$ cat src/rtl/gen_bst_sorter_v2_if.sv
// Producer/consumer bus of gen_bst_sorter_v2: insert handshake, min/max
// taps and the ready-backpressured extract stream.
interface gen_bst_sorter_v2_if #(
  parameter int KEY_W        = 8,
  parameter int VALUE_W      = 16,
  parameter int MAX_ELEM_NUM = 32
);
  localparam int MAX_ELEM_NUM_IDX_W = $clog2(MAX_ELEM_NUM);

  // Insert side
  logic                          new_elem_valid;
  logic [KEY_W-1:0]              new_elem_key;
  logic [VALUE_W-1:0]            new_elem_value;
  logic                          new_elem_ack;
  logic                          sort_is_done_pls;

  // Running extremes of the stored batch
  logic [KEY_W-1:0]              min_elem_key;
  logic [VALUE_W-1:0]            min_elem_value;
  logic [KEY_W-1:0]              max_elem_key;
  logic [VALUE_W-1:0]            max_elem_value;

  // Extract side
  logic                          get_all_sorted_data_req_pls;
  logic                          get_elem_ready;
  logic                          get_all_sorted_data_done_lvl;
  logic [MAX_ELEM_NUM_IDX_W-1:0] get_elem_idx;
  logic                          get_elem_valid;
  logic [KEY_W-1:0]              get_elem_key;
  logic [VALUE_W-1:0]            get_elem_value;

  // Producer and consumer of sorted data
  modport master (
    output new_elem_valid, new_elem_key, new_elem_value,
    output get_all_sorted_data_req_pls, get_elem_ready,
    input  new_elem_ack, sort_is_done_pls,
    input  min_elem_key, min_elem_value, max_elem_key, max_elem_value,
    input  get_all_sorted_data_done_lvl, get_elem_idx, get_elem_valid,
    input  get_elem_key, get_elem_value
  );

  // The sorter itself
  modport slave (
    input  new_elem_valid, new_elem_key, new_elem_value,
    input  get_all_sorted_data_req_pls, get_elem_ready,
    output new_elem_ack, sort_is_done_pls,
    output min_elem_key, min_elem_value, max_elem_key, max_elem_value,
    output get_all_sorted_data_done_lvl, get_elem_idx, get_elem_valid,
    output get_elem_key, get_elem_value
  );
endinterface

$ cat src/rtl/gen_bst_sorter_v2.sv
// Insertion sorter: keeps up to MAX_ELEM_NUM key/value pairs ordered in a
// register array (ascending or descending, stable for equal keys), tracks
// min/max, and replays the sorted batch over a valid/ready stream.
module gen_bst_sorter_v2 #(
  parameter  int KEY_W              = 8,
  parameter  int VALUE_W            = 16,
  parameter  int MAX_ELEM_NUM       = 32,
  parameter  int SIM_DLY            = 1,
  localparam int MAX_ELEM_NUM_W     = $clog2(MAX_ELEM_NUM + 1),
  localparam int MAX_ELEM_NUM_IDX_W = $clog2(MAX_ELEM_NUM)
) (
  input  logic                      clk,
  input  logic                      rstn,
  input  logic                      sw_rst,
  input  logic [MAX_ELEM_NUM_W-1:0] i_cnfg_elems_num,
  input  logic                      i_cnfg_descend,
  input  logic                      i_enable,
  output logic                      o_sorter_phase,
  output logic [MAX_ELEM_NUM_W-1:0] o_elems_cnt,
  gen_bst_sorter_v2_if.slave        bus
);

  typedef enum logic [1:0] {
    S_IDLE   = 2'd0,
    S_INSERT = 2'd1,
    S_SORTED = 2'd2,
    S_STREAM = 2'd3
  } state_e;

  typedef logic [KEY_W-1:0]              key_t;
  typedef logic [VALUE_W-1:0]            value_t;
  typedef logic [MAX_ELEM_NUM_W-1:0]     cnt_t;
  typedef logic [MAX_ELEM_NUM_IDX_W-1:0] idx_t;

  // SIM_DLY is kept so existing instantiations still elaborate; the
  // register outputs here carry no modelled delay.
  if (SIM_DLY < 0) begin : g_sim_dly_unused
  end

  state_e state_q, state_d;
  key_t   key_q [MAX_ELEM_NUM];
  key_t   key_d [MAX_ELEM_NUM];
  value_t val_q [MAX_ELEM_NUM];
  value_t val_d [MAX_ELEM_NUM];
  cnt_t   cnt_q, cnt_d;
  logic   ack_q, ack_d;
  logic   done_pls_q, done_pls_d;
  logic   valid_q, valid_d;
  logic   done_lvl_q, done_lvl_d;
  idx_t   idx_q, idx_d;
  key_t   min_key_q, min_key_d, max_key_q, max_key_d;
  value_t min_val_q, min_val_d, max_val_q, max_val_d;

  // Array contents if the element on the bus were inserted this cycle
  key_t   ins_key [MAX_ELEM_NUM];
  value_t ins_val [MAX_ELEM_NUM];
  logic [MAX_ELEM_NUM-1:0] beyond;

  cnt_t n_eff;
  logic insert_fire;
  logic last_beat;
  logic new_is_min;
  logic new_is_max;

  // Batch size, clamped to the array depth
  assign n_eff = (i_cnfg_elems_num > cnt_t'(MAX_ELEM_NUM)) ? cnt_t'(MAX_ELEM_NUM)
                                                           : i_cnfg_elems_num;

  // Per-slot compare against the incoming key and the shifted array.
  // A slot is "beyond" the new key when it is occupied and strictly after it
  // in sort order; since the array is sorted those slots form a contiguous
  // tail, so the new element lands at the first beyond slot (or at cnt when
  // none is) and every beyond slot moves up by one. Equal keys are never
  // beyond, which keeps arrival order among them.
  for (genvar g = 0; g < MAX_ELEM_NUM; g++) begin : g_slot
    logic   take_prev;
    key_t   prev_key;
    value_t prev_val;

    if (g == 0) begin : g_first
      assign take_prev = 1'b0;
      assign prev_key  = '0;
      assign prev_val  = '0;
    end else begin : g_rest
      assign take_prev = beyond[g-1];
      assign prev_key  = key_q[g-1];
      assign prev_val  = val_q[g-1];
    end

    assign beyond[g] = (cnt_t'(g) < cnt_q) &&
                       (i_cnfg_descend ? (key_q[g] < bus.new_elem_key)
                                       : (key_q[g] > bus.new_elem_key));

    assign ins_key[g] = take_prev ? prev_key :
                        ((beyond[g] || (cnt_t'(g) == cnt_q)) ? bus.new_elem_key : key_q[g]);
    assign ins_val[g] = take_prev ? prev_val :
                        ((beyond[g] || (cnt_t'(g) == cnt_q)) ? bus.new_elem_value : val_q[g]);
  end

  // Handshake qualifiers and extreme tracking (strict compares keep the
  // first-arrived element among equal extremes)
  assign insert_fire = (state_q == S_INSERT) && bus.new_elem_valid && !ack_q &&
                       (cnt_q < n_eff);
  assign last_beat   = (cnt_t'(idx_q) == (cnt_q - cnt_t'(1)));
  assign new_is_min  = (cnt_q == '0) || (bus.new_elem_key < min_key_q);
  assign new_is_max  = (cnt_q == '0) || (bus.new_elem_key > max_key_q);

  // Next-state and datapath: clear, insert, and extract sequencing
  always_comb begin
    // NOTE: every variable gets its hold/default value before any branch;
    // otherwise a path that skips the assignment would infer a latch.
    state_d    = state_q;
    key_d      = key_q;
    val_d      = val_q;
    cnt_d      = cnt_q;
    ack_d      = 1'b0;
    done_pls_d = 1'b0;
    valid_d    = valid_q;
    idx_d      = idx_q;
    done_lvl_d = done_lvl_q;
    min_key_d  = min_key_q;
    min_val_d  = min_val_q;
    max_key_d  = max_key_q;
    max_val_d  = max_val_q;

    if (sw_rst || !i_enable) begin
      state_d    = S_IDLE;
      key_d      = '{default: '0};
      val_d      = '{default: '0};
      cnt_d      = '0;
      valid_d    = 1'b0;
      idx_d      = '0;
      done_lvl_d = 1'b0;
      min_key_d  = '0;
      min_val_d  = '0;
      max_key_d  = '0;
      max_val_d  = '0;
    end else begin
      unique case (state_q)
        S_IDLE: begin
          if (n_eff == '0) begin
            state_d    = S_SORTED;
            done_pls_d = 1'b1;
          end else begin
            state_d = S_INSERT;
          end
        end

        S_INSERT: begin
          if (insert_fire) begin
            key_d = ins_key;
            val_d = ins_val;
            cnt_d = cnt_q + cnt_t'(1);
            ack_d = 1'b1;
            if (new_is_min) begin
              min_key_d = bus.new_elem_key;
              min_val_d = bus.new_elem_value;
            end
            if (new_is_max) begin
              max_key_d = bus.new_elem_key;
              max_val_d = bus.new_elem_value;
            end
            if ((cnt_q + cnt_t'(1)) == n_eff) begin
              state_d    = S_SORTED;
              done_pls_d = 1'b1;
            end
          end
        end

        S_SORTED: begin
          if (bus.get_all_sorted_data_req_pls) begin
            if (cnt_q == '0) begin
              // Empty batch: extraction is complete without any beat
              done_lvl_d = 1'b1;
            end else begin
              state_d    = S_STREAM;
              idx_d      = '0;
              valid_d    = 1'b1;
              done_lvl_d = 1'b0;
            end
          end
        end

        S_STREAM: begin
          if (bus.get_elem_ready) begin
            if (last_beat) begin
              state_d    = S_SORTED;
              valid_d    = 1'b0;
              idx_d      = '0;
              done_lvl_d = 1'b1;
            end else begin
              idx_d = idx_q + idx_t'(1);
            end
          end
        end

        default: state_d = S_IDLE;
      endcase
    end
  end

  // State, array and output registers
  always_ff @(posedge clk or negedge rstn) begin
    if (!rstn) begin
      state_q    <= S_IDLE;
      // NOTE: the storage array is reset on purpose: the streamed data and
      // min/max outputs must read 0 after reset, not stale contents.
      key_q      <= '{default: '0};
      val_q      <= '{default: '0};
      cnt_q      <= '0;
      ack_q      <= 1'b0;
      done_pls_q <= 1'b0;
      valid_q    <= 1'b0;
      idx_q      <= '0;
      done_lvl_q <= 1'b0;
      min_key_q  <= '0;
      min_val_q  <= '0;
      max_key_q  <= '0;
      max_val_q  <= '0;
    end else begin
      // NOTE: non-blocking assignments so all registers update from the
      // same pre-edge values regardless of statement order.
      state_q    <= state_d;
      key_q      <= key_d;
      val_q      <= val_d;
      cnt_q      <= cnt_d;
      ack_q      <= ack_d;
      done_pls_q <= done_pls_d;
      valid_q    <= valid_d;
      idx_q      <= idx_d;
      done_lvl_q <= done_lvl_d;
      min_key_q  <= min_key_d;
      min_val_q  <= min_val_d;
      max_key_q  <= max_key_d;
      max_val_q  <= max_val_d;
    end
  end

  assign o_sorter_phase                   = (state_q == S_SORTED) || (state_q == S_STREAM);
  assign o_elems_cnt                      = cnt_q;
  assign bus.new_elem_ack                 = ack_q;
  assign bus.sort_is_done_pls             = done_pls_q;
  assign bus.min_elem_key                 = min_key_q;
  assign bus.min_elem_value               = min_val_q;
  assign bus.max_elem_key                 = max_key_q;
  assign bus.max_elem_value               = max_val_q;
  assign bus.get_all_sorted_data_done_lvl = done_lvl_q;
  assign bus.get_elem_idx                 = idx_q;
  assign bus.get_elem_valid               = valid_q;
  assign bus.get_elem_key                 = valid_q ? key_q[idx_q] : '0;
  assign bus.get_elem_value               = valid_q ? val_q[idx_q] : '0;

endmodule

$ cat src/flat_wrapper.sv
// flat-port wrapper written by rule: the top's interface ports become plain ports
module gen_bst_sorter_v2_flat 
#(
  parameter  int KEY_W              = 8,
  parameter  int VALUE_W            = 16,
  parameter  int MAX_ELEM_NUM       = 32,
  parameter  int SIM_DLY            = 1,
  localparam int MAX_ELEM_NUM_W     = $clog2(MAX_ELEM_NUM + 1),
  localparam int MAX_ELEM_NUM_IDX_W = $clog2(MAX_ELEM_NUM)
)
  (clk, rstn, sw_rst, i_cnfg_elems_num, i_cnfg_descend, i_enable, o_sorter_phase, o_elems_cnt, bus_new_elem_valid, bus_new_elem_key, bus_new_elem_value, bus_get_all_sorted_data_req_pls, bus_get_elem_ready, bus_new_elem_ack, bus_sort_is_done_pls, bus_min_elem_key, bus_min_elem_value, bus_max_elem_key, bus_max_elem_value, bus_get_all_sorted_data_done_lvl, bus_get_elem_idx, bus_get_elem_valid, bus_get_elem_key, bus_get_elem_value);
  gen_bst_sorter_v2_if #(.KEY_W(KEY_W), .VALUE_W(VALUE_W), .MAX_ELEM_NUM(MAX_ELEM_NUM)) bus_i ();
  input  logic clk;
  input  logic rstn;
  input  logic sw_rst;
  input  logic [MAX_ELEM_NUM_W-1:0] i_cnfg_elems_num;
  input  logic i_cnfg_descend;
  input  logic i_enable;
  output logic o_sorter_phase;
  output logic [MAX_ELEM_NUM_W-1:0] o_elems_cnt;
  input wire logic [$bits(bus_i.new_elem_valid)-1:0] bus_new_elem_valid;
  input wire logic [$bits(bus_i.new_elem_key)-1:0] bus_new_elem_key;
  input wire logic [$bits(bus_i.new_elem_value)-1:0] bus_new_elem_value;
  input wire logic [$bits(bus_i.get_all_sorted_data_req_pls)-1:0] bus_get_all_sorted_data_req_pls;
  input wire logic [$bits(bus_i.get_elem_ready)-1:0] bus_get_elem_ready;
  output wire logic [$bits(bus_i.new_elem_ack)-1:0] bus_new_elem_ack;
  output wire logic [$bits(bus_i.sort_is_done_pls)-1:0] bus_sort_is_done_pls;
  output wire logic [$bits(bus_i.min_elem_key)-1:0] bus_min_elem_key;
  output wire logic [$bits(bus_i.min_elem_value)-1:0] bus_min_elem_value;
  output wire logic [$bits(bus_i.max_elem_key)-1:0] bus_max_elem_key;
  output wire logic [$bits(bus_i.max_elem_value)-1:0] bus_max_elem_value;
  output wire logic [$bits(bus_i.get_all_sorted_data_done_lvl)-1:0] bus_get_all_sorted_data_done_lvl;
  output wire logic [$bits(bus_i.get_elem_idx)-1:0] bus_get_elem_idx;
  output wire logic [$bits(bus_i.get_elem_valid)-1:0] bus_get_elem_valid;
  output wire logic [$bits(bus_i.get_elem_key)-1:0] bus_get_elem_key;
  output wire logic [$bits(bus_i.get_elem_value)-1:0] bus_get_elem_value;
  assign bus_i.new_elem_valid = bus_new_elem_valid;
  assign bus_i.new_elem_key = bus_new_elem_key;
  assign bus_i.new_elem_value = bus_new_elem_value;
  assign bus_i.get_all_sorted_data_req_pls = bus_get_all_sorted_data_req_pls;
  assign bus_i.get_elem_ready = bus_get_elem_ready;
  assign bus_new_elem_ack = bus_i.new_elem_ack;
  assign bus_sort_is_done_pls = bus_i.sort_is_done_pls;
  assign bus_min_elem_key = bus_i.min_elem_key;
  assign bus_min_elem_value = bus_i.min_elem_value;
  assign bus_max_elem_key = bus_i.max_elem_key;
  assign bus_max_elem_value = bus_i.max_elem_value;
  assign bus_get_all_sorted_data_done_lvl = bus_i.get_all_sorted_data_done_lvl;
  assign bus_get_elem_idx = bus_i.get_elem_idx;
  assign bus_get_elem_valid = bus_i.get_elem_valid;
  assign bus_get_elem_key = bus_i.get_elem_key;
  assign bus_get_elem_value = bus_i.get_elem_value;
  gen_bst_sorter_v2 #(.KEY_W(KEY_W), .VALUE_W(VALUE_W), .MAX_ELEM_NUM(MAX_ELEM_NUM), .SIM_DLY(SIM_DLY)) u_core (.clk(clk), .rstn(rstn), .sw_rst(sw_rst), .i_cnfg_elems_num(i_cnfg_elems_num), .i_cnfg_descend(i_cnfg_descend), .i_enable(i_enable), .o_sorter_phase(o_sorter_phase), .o_elems_cnt(o_elems_cnt), .bus(bus_i));
endmodule
$ cat config.mk
export PLATFORM = sky130hd
export DESIGN_NAME = gen_bst_sorter_v2_flat
export DESIGN_NICKNAME = d
export VERILOG_FILES = /design/src/rtl/gen_bst_sorter_v2_if.sv /design/src/rtl/gen_bst_sorter_v2.sv /design/src/flat_wrapper.sv
export SDC_FILE = /design/constraint.sdc
export NUM_CORES = 2
export LEC_CHECK = 0
export CAP_MARGIN = 20
export CORE_AREA = 5 5 301 597
export DETAILED_ROUTE_END_ITERATION = 6
export DIE_AREA = 0 0 306 602
export HOLD_SLACK_MARGIN = 0.02
export PLACE_DENSITY_LB_ADDON = 0.12
export SETUP_SLACK_MARGIN = 0.5
export SLEW_MARGIN = 30
export SYNTH_ARGS = -nofsm -noshare
export SYNTH_HDL_FRONTEND = slang
export SYNTH_SLANG_ARGS = --single-unit
$ cat constraint.sdc
create_clock -name clk -period 4.9 [get_ports clk]
set_input_delay 0.735 -clock clk [delete_from_list [all_inputs] [get_ports clk]]
set_output_delay 0.735 -clock clk [all_outputs]
set_load 0.01 [all_outputs]
* Word-level counts from Yosys, hierarchy flattened
Index checks and enable logic that the tools add are counted.
Word-level totals: register bits after elaboration 833, input port bits 38, output and inout port bits 88, logic and storage cells 601
Cells by class: add/subtract/negate cells 3, order comparisons 101, eq/ne operators 42, multiplexer cells 227, bitwise operators 1, reductions and logical operators 152
Operator list (count):
- two-way mux 512 bit | 3
- two-way mux 16 bit | 74
- two-way mux 256 bit | 3
- two-way mux 8 bit | 74
- > comparator 8 bit | 33
- < comparator 8 bit | 33
- AND reduction 3 bit | 34
- == test 5 x 6 -> 1 bit (first input constant) | 16
- < comparator 5 x 6 -> 1 bit (first input constant) | 16
- nonzero test 3 bit | 32
- binary-select mux 16 bit (select 5 bit) | 1
- two-way mux 1 bit | 49
- == test 4 x 6 -> 1 bit (first input constant) | 8
- < comparator 4 x 6 -> 1 bit (first input constant) | 8
- binary-select mux 8 bit (select 5 bit) | 1
- logical OR 1 bit | 36
- logical AND 1 bit | 35
- two-way mux 5 bit | 5
- == test 3 x 6 -> 1 bit (first input constant) | 4
- < comparator 3 x 6 -> 1 bit (first input constant) | 4
- two-way mux 6 bit | 4
- two-way mux 2 bit | 8
- == test 2 x 6 -> 1 bit (first input constant) | 2
- zero test 6 bit | 2
- 27 further kinds | 41

* Logic depth before layout (Yosys ltp)
depth in word-level cells 9, depth in mapped cells 14, gate-level depth less buffers 11

* Worst setup path before layout
No wires, ideal clock.
path kind input-to-reg, start in bus_new_elem_key[1], end reg u_core.val_q, in the netlist u_core.g_slot[4].prev_val[10], setup time 126 ps, data arrival time 3612 ps, data required time 4774 ps, slack 1162 ps, stages on the path 12, buffers on the path 2, path through inv_1 -> ha_1 -> nor2b_1 -> o211ai_1 -> a21oi_1 -> a211oi_1 -> mux2_2 -> a21o_1 -> and2_1 -> buf_2 -> buf_2 -> a221o_1
On the way: longest elaborated chain between the ends 7, elaborated cells between the ends (all ways) 15, those cells by class order compare (4); mux (6); reduce/logical (5)
RTL lines:
- from (decl) | line flat_wrapper.sv:22 | input wire logic [$bits(bus_i.new_elem_key)-1:0] bus_new_elem_key;
- > comparator 8 bit or < comparator 8 bit (tied branches) | line gen_bst_sorter_v2.sv:92, gen_bst_sorter_v2.sv:91
- two-way mux 1 bit | line gen_bst_sorter_v2.sv:91 | (i_cnfg_descend ? (key_q[g] < bus.new_elem_key)
- logical AND 1 bit | line gen_bst_sorter_v2.sv:90 | assign beyond[g] = (cnt_t'(g) < cnt_q) &&
- two-way mux 16 bit | line gen_bst_sorter_v2.sv:96 | assign ins_val[g] = take_prev ? prev_val :
- two-way mux 512 bit | line gen_bst_sorter_v2.sv:150 | if (insert_fire) begin
- two-way mux 512 bit | line gen_bst_sorter_v2.sv:139 | unique case (state_q)
- two-way mux 512 bit | line gen_bst_sorter_v2.sv:126 | if (sw_rst || !i_enable) begin
- to (signal assigned) | line gen_bst_sorter_v2.sv:225 | val_q <= val_d;
- to (decl) | line gen_bst_sorter_v2.sv:43 | value_t val_q [MAX_ELEM_NUM];
Several ways; a longest one is shown, not always the timed one. The select of a mux whose other input is x is not followed. A chain may end at the register's enable or synchronous reset.

* Final worst setup path
start reg u_core.idx_q[0], in the netlist u_core.bus.get_elem_idx[0], end out bus_get_elem_key[3]
On the way: longest elaborated chain between the ends 5
RTL lines:
- from (decl) | line gen_bst_sorter_v2.sv:50 | idx_t idx_q, idx_d;
- from (signal assigned) | line gen_bst_sorter_v2.sv:230 | idx_q <= idx_d;
- NOT 5 -> 6 bit (not written as such) | line gen_bst_sorter_v2.sv:250 | assign bus.get_elem_key = valid_q ? key_q[idx_q] : '0;
- binary-select mux 8 bit (select 5 bit) | line gen_bst_sorter_v2.sv:250
- two-way mux 8 bit (not written as such) (2 in a row) | line gen_bst_sorter_v2.sv:250
- two-way mux 8 bit | line gen_bst_sorter_v2.sv:250
- to (decl) | line flat_wrapper.sv:35 | output wire logic [$bits(bus_i.get_elem_key)-1:0] bus_get_elem_key;
Every way passes these cells. The select of a mux whose other input is x is not followed.

==> results.sh <==
export IMPL_status="completed"
export IMPL_cp_depth=8
export IMPL_gr_usage_all_layers=0.273
export IMPL_synth_common_cells="dfrtp_1, nor2_1, nand2_1, mux2i_1, ha_1"
export IMPL_die_w_um=306
export IMPL_wl_um=259000
export IMPL_cp_common_cell="mux4_2"
export IMPL_max_stage_delay_ps=590
export IMPL_critPathKind="reg -> out"
export IMPL_dp_cells=7250
export IMPL_synth_edf_count=0
export IMPL_layout_min_cycle_time_ps=4470
export IMPL_reg2reg_depth=10
export IMPL_wl_met3_um=10500
export IMPL_crit_buf_inv=4
export IMPL_synth_cells=4982
export IMPL_synth_top_cell_area_share=0.402
export IMPL_portBuffers=125
export IMPL_swShare=0.292
export IMPL_start_util=0.297
export IMPL_drc_errors=0
export IMPL_cts_num_sinks=833
export IMPL_drv_cap=0
export IMPL_dr_wl_met2_um=133000
export IMPL_synth_largest_area_cell="dfrtp_1"
export IMPL_insertion_delay_ps=730
export IMPL_yosysMostFrequentCell="dfrtp_1"
export IMPL_drt_iter0_drc=3587
export IMPL_fin_crit_sh=0.913
export IMPL_synth_seq_cells=833
export IMPL_synth_nets=5302
export IMPL_final_area_mm2=0.0609
export IMPL_cts_buffers=90
export IMPL_grt_setup_unrepaired="yes"
export IMPL_cts_root_buf="clkbuf_16"
export IMPL_maxUsedRoutingLayer="met5"
export IMPL_antenna_found_initial=5
export IMPL_max_freq_mhz=224
export IMPL_p_per_area_mw_per_mm2=276
export IMPL_finalHoldViolCount=0
export IMPL_cts_max_level=3
export IMPL_pwr_share_clk=0.453
export IMPL_cp_end_kind="primary output"
export IMPL_rows=217
export IMPL_firstDrtPassIters=5
export IMPL_synth_area_per_cell_um2=10.4
export IMPL_power_frac_comb=0.111
export IMPL_cts_tree="done"
export IMPL_slew_headroom=0.272
export IMPL_fin_cells=7442
export IMPL_cp_cell_sequence="buf_12, buf_16, buf_6, mux4_2, mux4_2, mux2i_1, nor2b_1, clkdlybuf4s50_1"
export IMPL_pwr_share_seq=0.435
export IMPL_num_nets_final=5386
export IMPL_cts_buffer_depth=3
export IMPL_cp_arrival_ps=3740
export IMPL_synth_distinct_cells=82
export IMPL_hold_path_cell_count=2
export IMPL_gp_congestion=0.913
export IMPL_clock_skew_ps=44.2
export IMPL_hpwlAfterDp_um=184000
export IMPL_grt_max_degree=132
export IMPL_cp_top_family="multiplexers"
export IMPL_report_final_slew_viol_count=0
export IMPL_leakage_uw=0.0267
export IMPL_ys_warnings_count=0
export IMPL_worst_pin_slew_ps=1090
export IMPL_crit_slowest_cell="mux4_2"
export IMPL_crit_required_ps=4160
export IMPL_switching_power_uw=4910
export IMPL_fin_util=0.349
export IMPL_cp_max_fo=8
export IMPL_final_layout_size_suffix_gt1_frac=0.168
export IMPL_synth_seq_area_share=0.402
export IMPL_die_area_mm2=0.184
export IMPL_die_h_um=602
export IMPL_peakVddDrop_mv=0.261
export IMPL_grt_overflow_total=0
export IMPL_synth_area_mm2=0.0519
export IMPL_synth_area_leaders="dfrtp_1, mux4_2, mux2i_1"
export IMPL_grt_pass1_vias=46000
export IMPL_io_pins=126
export IMPL_hold_class="reg -> reg"
export IMPL_tns_ps=0
export IMPL_core_mm2=0.175
export IMPL_syn_to_final_growth_pct=17.4
export IMPL_grt_pass1_wl_um=363000
export IMPL_dpl_cell_area_mm2=0.0571
export IMPL_holdWs_ps=499
export IMPL_via_per_inst=5.99
export IMPL_intPower_uw=11900
export IMPL_setup_viol=0
export IMPL_synth_top_flop_cell="dfrtp_1"
export IMPL_clk_pin_slew_ps=60
export IMPL_wl_per_cell_um=34.9
export IMPL_synth_async_reset_ratio=1.00
export IMPL_wl_met1_um=88500
export IMPL_num_vias=44600
export IMPL_ant_nets=0
export IMPL_cp_start_kind="register"
## cell type report
| cell class | instances | area, um^2 |
|---|---|---|
| antenna | 2 | 5.00 |
| clock buffer | 132 | 2650 |
| clock inverter | 35 | 509 |
| fill | 17500 | 114000 |
| inverter | 136 | 513 |
| multi-input combinational | 3559 | 29100 |
| sequential | 833 | 20900 |
| tap | 2299 | 2880 |
| timing repair buffer | 446 | 4410 |
## path summary, 6_finish.rpt
| check | slack (ps) | start | endpoint |
|---|---|---|---|
| setup / recovery | 430 | u_core.bus.get_elem_idx[0]$_DFFE_PN0P_ | bus_get_elem_key[3] |
| hold / removal | 500 | u_core.g_slot[19].prev_val[15]$_DFFE_PN0P_ | u_core.g_slot[19].prev_val[15]$_DFFE_PN0P_ |
| setup reg to reg | 1000 | u_core.o_elems_cnt[0]$_DFFE_PN0P_ | u_core.g_slot[30].prev_val[1]$_DFFE_PN0P_ |
| hold reg to reg | 500 | u_core.g_slot[19].prev_val[15]$_DFFE_PN0P_ | u_core.g_slot[19].prev_val[15]$_DFFE_PN0P_ |
| max in group asynchronous | 2940 | rstn | u_core.bus.max_elem_value[13]$_DFFE_PN0P_ |
| min in group asynchronous | 590 | rstn | u_core.g_slot[7].prev_val[4]$_DFFE_PN0P_ |
## cell usage in the layout (no fill, tap or decap), types with 14 or more instances in the layout
master           synthesis  final
mux2i_4                  4     20
and2_1                  14     14
nor2b_1                 64     63
nand3_1                 80     80
o221ai_1               108    108
a21o_1                  49     47
clkbuf_16                0     91
clkbuf_1               255     19
a31oi_1                 21     17
nor3_1                  26     26
nand2_1                479    478
clkdlybuf4s50_1          0     97
nand4_1                 64     64
mux4_2                 240    240
mux2_2                  34     34
a22oi_1                 18     18
clkinv_2                 0     14
o31ai_1                229    227
nor2_1                 482    471
o2bb2ai_1               42     42
inv_1                  132    125
o22ai_1                 69     69
o21ai_0                143    142
dfrtp_1                833    829
a21oi_1                218    217
a211oi_1               135    135
buf_4                   16    259
clkbuf_8                 0     22
buf_12                   0     45
mux2i_1                397    372
ha_1                   282    282
o211ai_1                39     39
a221o_1                140    140
## worst min-delay path, cell delays in order, from the launching register on
cell	delay, ps
dfrtp_1	350
nand2_1	50
o31ai_1	60
## power groups by stage
| stage | registers, uW | clock network (uW) | logic (uW) |
|---|---|---|---|
| 2_1_floorplan | 7320 | 0 | 967 |
| 5_1_grt | 7340 | 7990 | 2010 |
| 6_report | 7330 | 7630 | 1870 |
| 3_5_place_dp | 7450 | 0 | 1870 |
| 4_1_cts | 7320 | 7800 | 1880 |
| 3_3_place_gp | 7450 | 0 | 1850 |
## state kept, by name, indices dropped and copies added (netlist names), 2 cells and up
signal / cells
u_core.val_q: 16
u_core.bus.min_elem_key: 8
u_core.bus.get_elem_idx: 5
u_core.bus.max_elem_key: 8
u_core.bus.max_elem_value: 16
u_core.g_slot.prev_val: 496
u_core.o_elems_cnt: 6
u_core.bus.min_elem_value: 16
u_core.key_q: 8
u_core.state_q: 2
u_core.g_slot.prev_key: 248
## stage by stage
| stage | power [uW] | worst slack, ps |
|---|---|---|
| 6_report | 16800 | 427 |
| 5_1_grt | 17300 | 391 |
| 4_1_cts | 17000 | 374 |
| 3_5_place_dp | 9320 | 551 |
| 3_3_place_gp | 9300 | 366 |
| 2_1_floorplan | 8290 | 1160 |
## layer usage
metal	vias up	track usage
met1	23100	0.286
li1	19000	-
met3	700	0.0274
met5	-	0
met4	4	0.230
met2	1780	0.489
## cell families after synthesis
family                   share of synthesized area
AND/OR/NAND/NOR                              0.104
XOR/XNOR                                   0.00219
adder cells (fa/ha/maj)                     0.0680
flip-flops                                   0.402
multiplexers                                 0.191
AO/OA/AOI/OAI                                0.185
buffers and inverters                       0.0477
## timing repair
action | 4_1_cts | 5_1_grt
gates cloned | 3 | 0
setup buffers | 19 | 0
endpoints found under the setup margin | 24 | 10
endpoints found under the hold margin | 1 | 0
resized for setup | 61 | 13
hold buffers | 1 | 0
No activity file was read; power rests on OpenSTA's default activity.
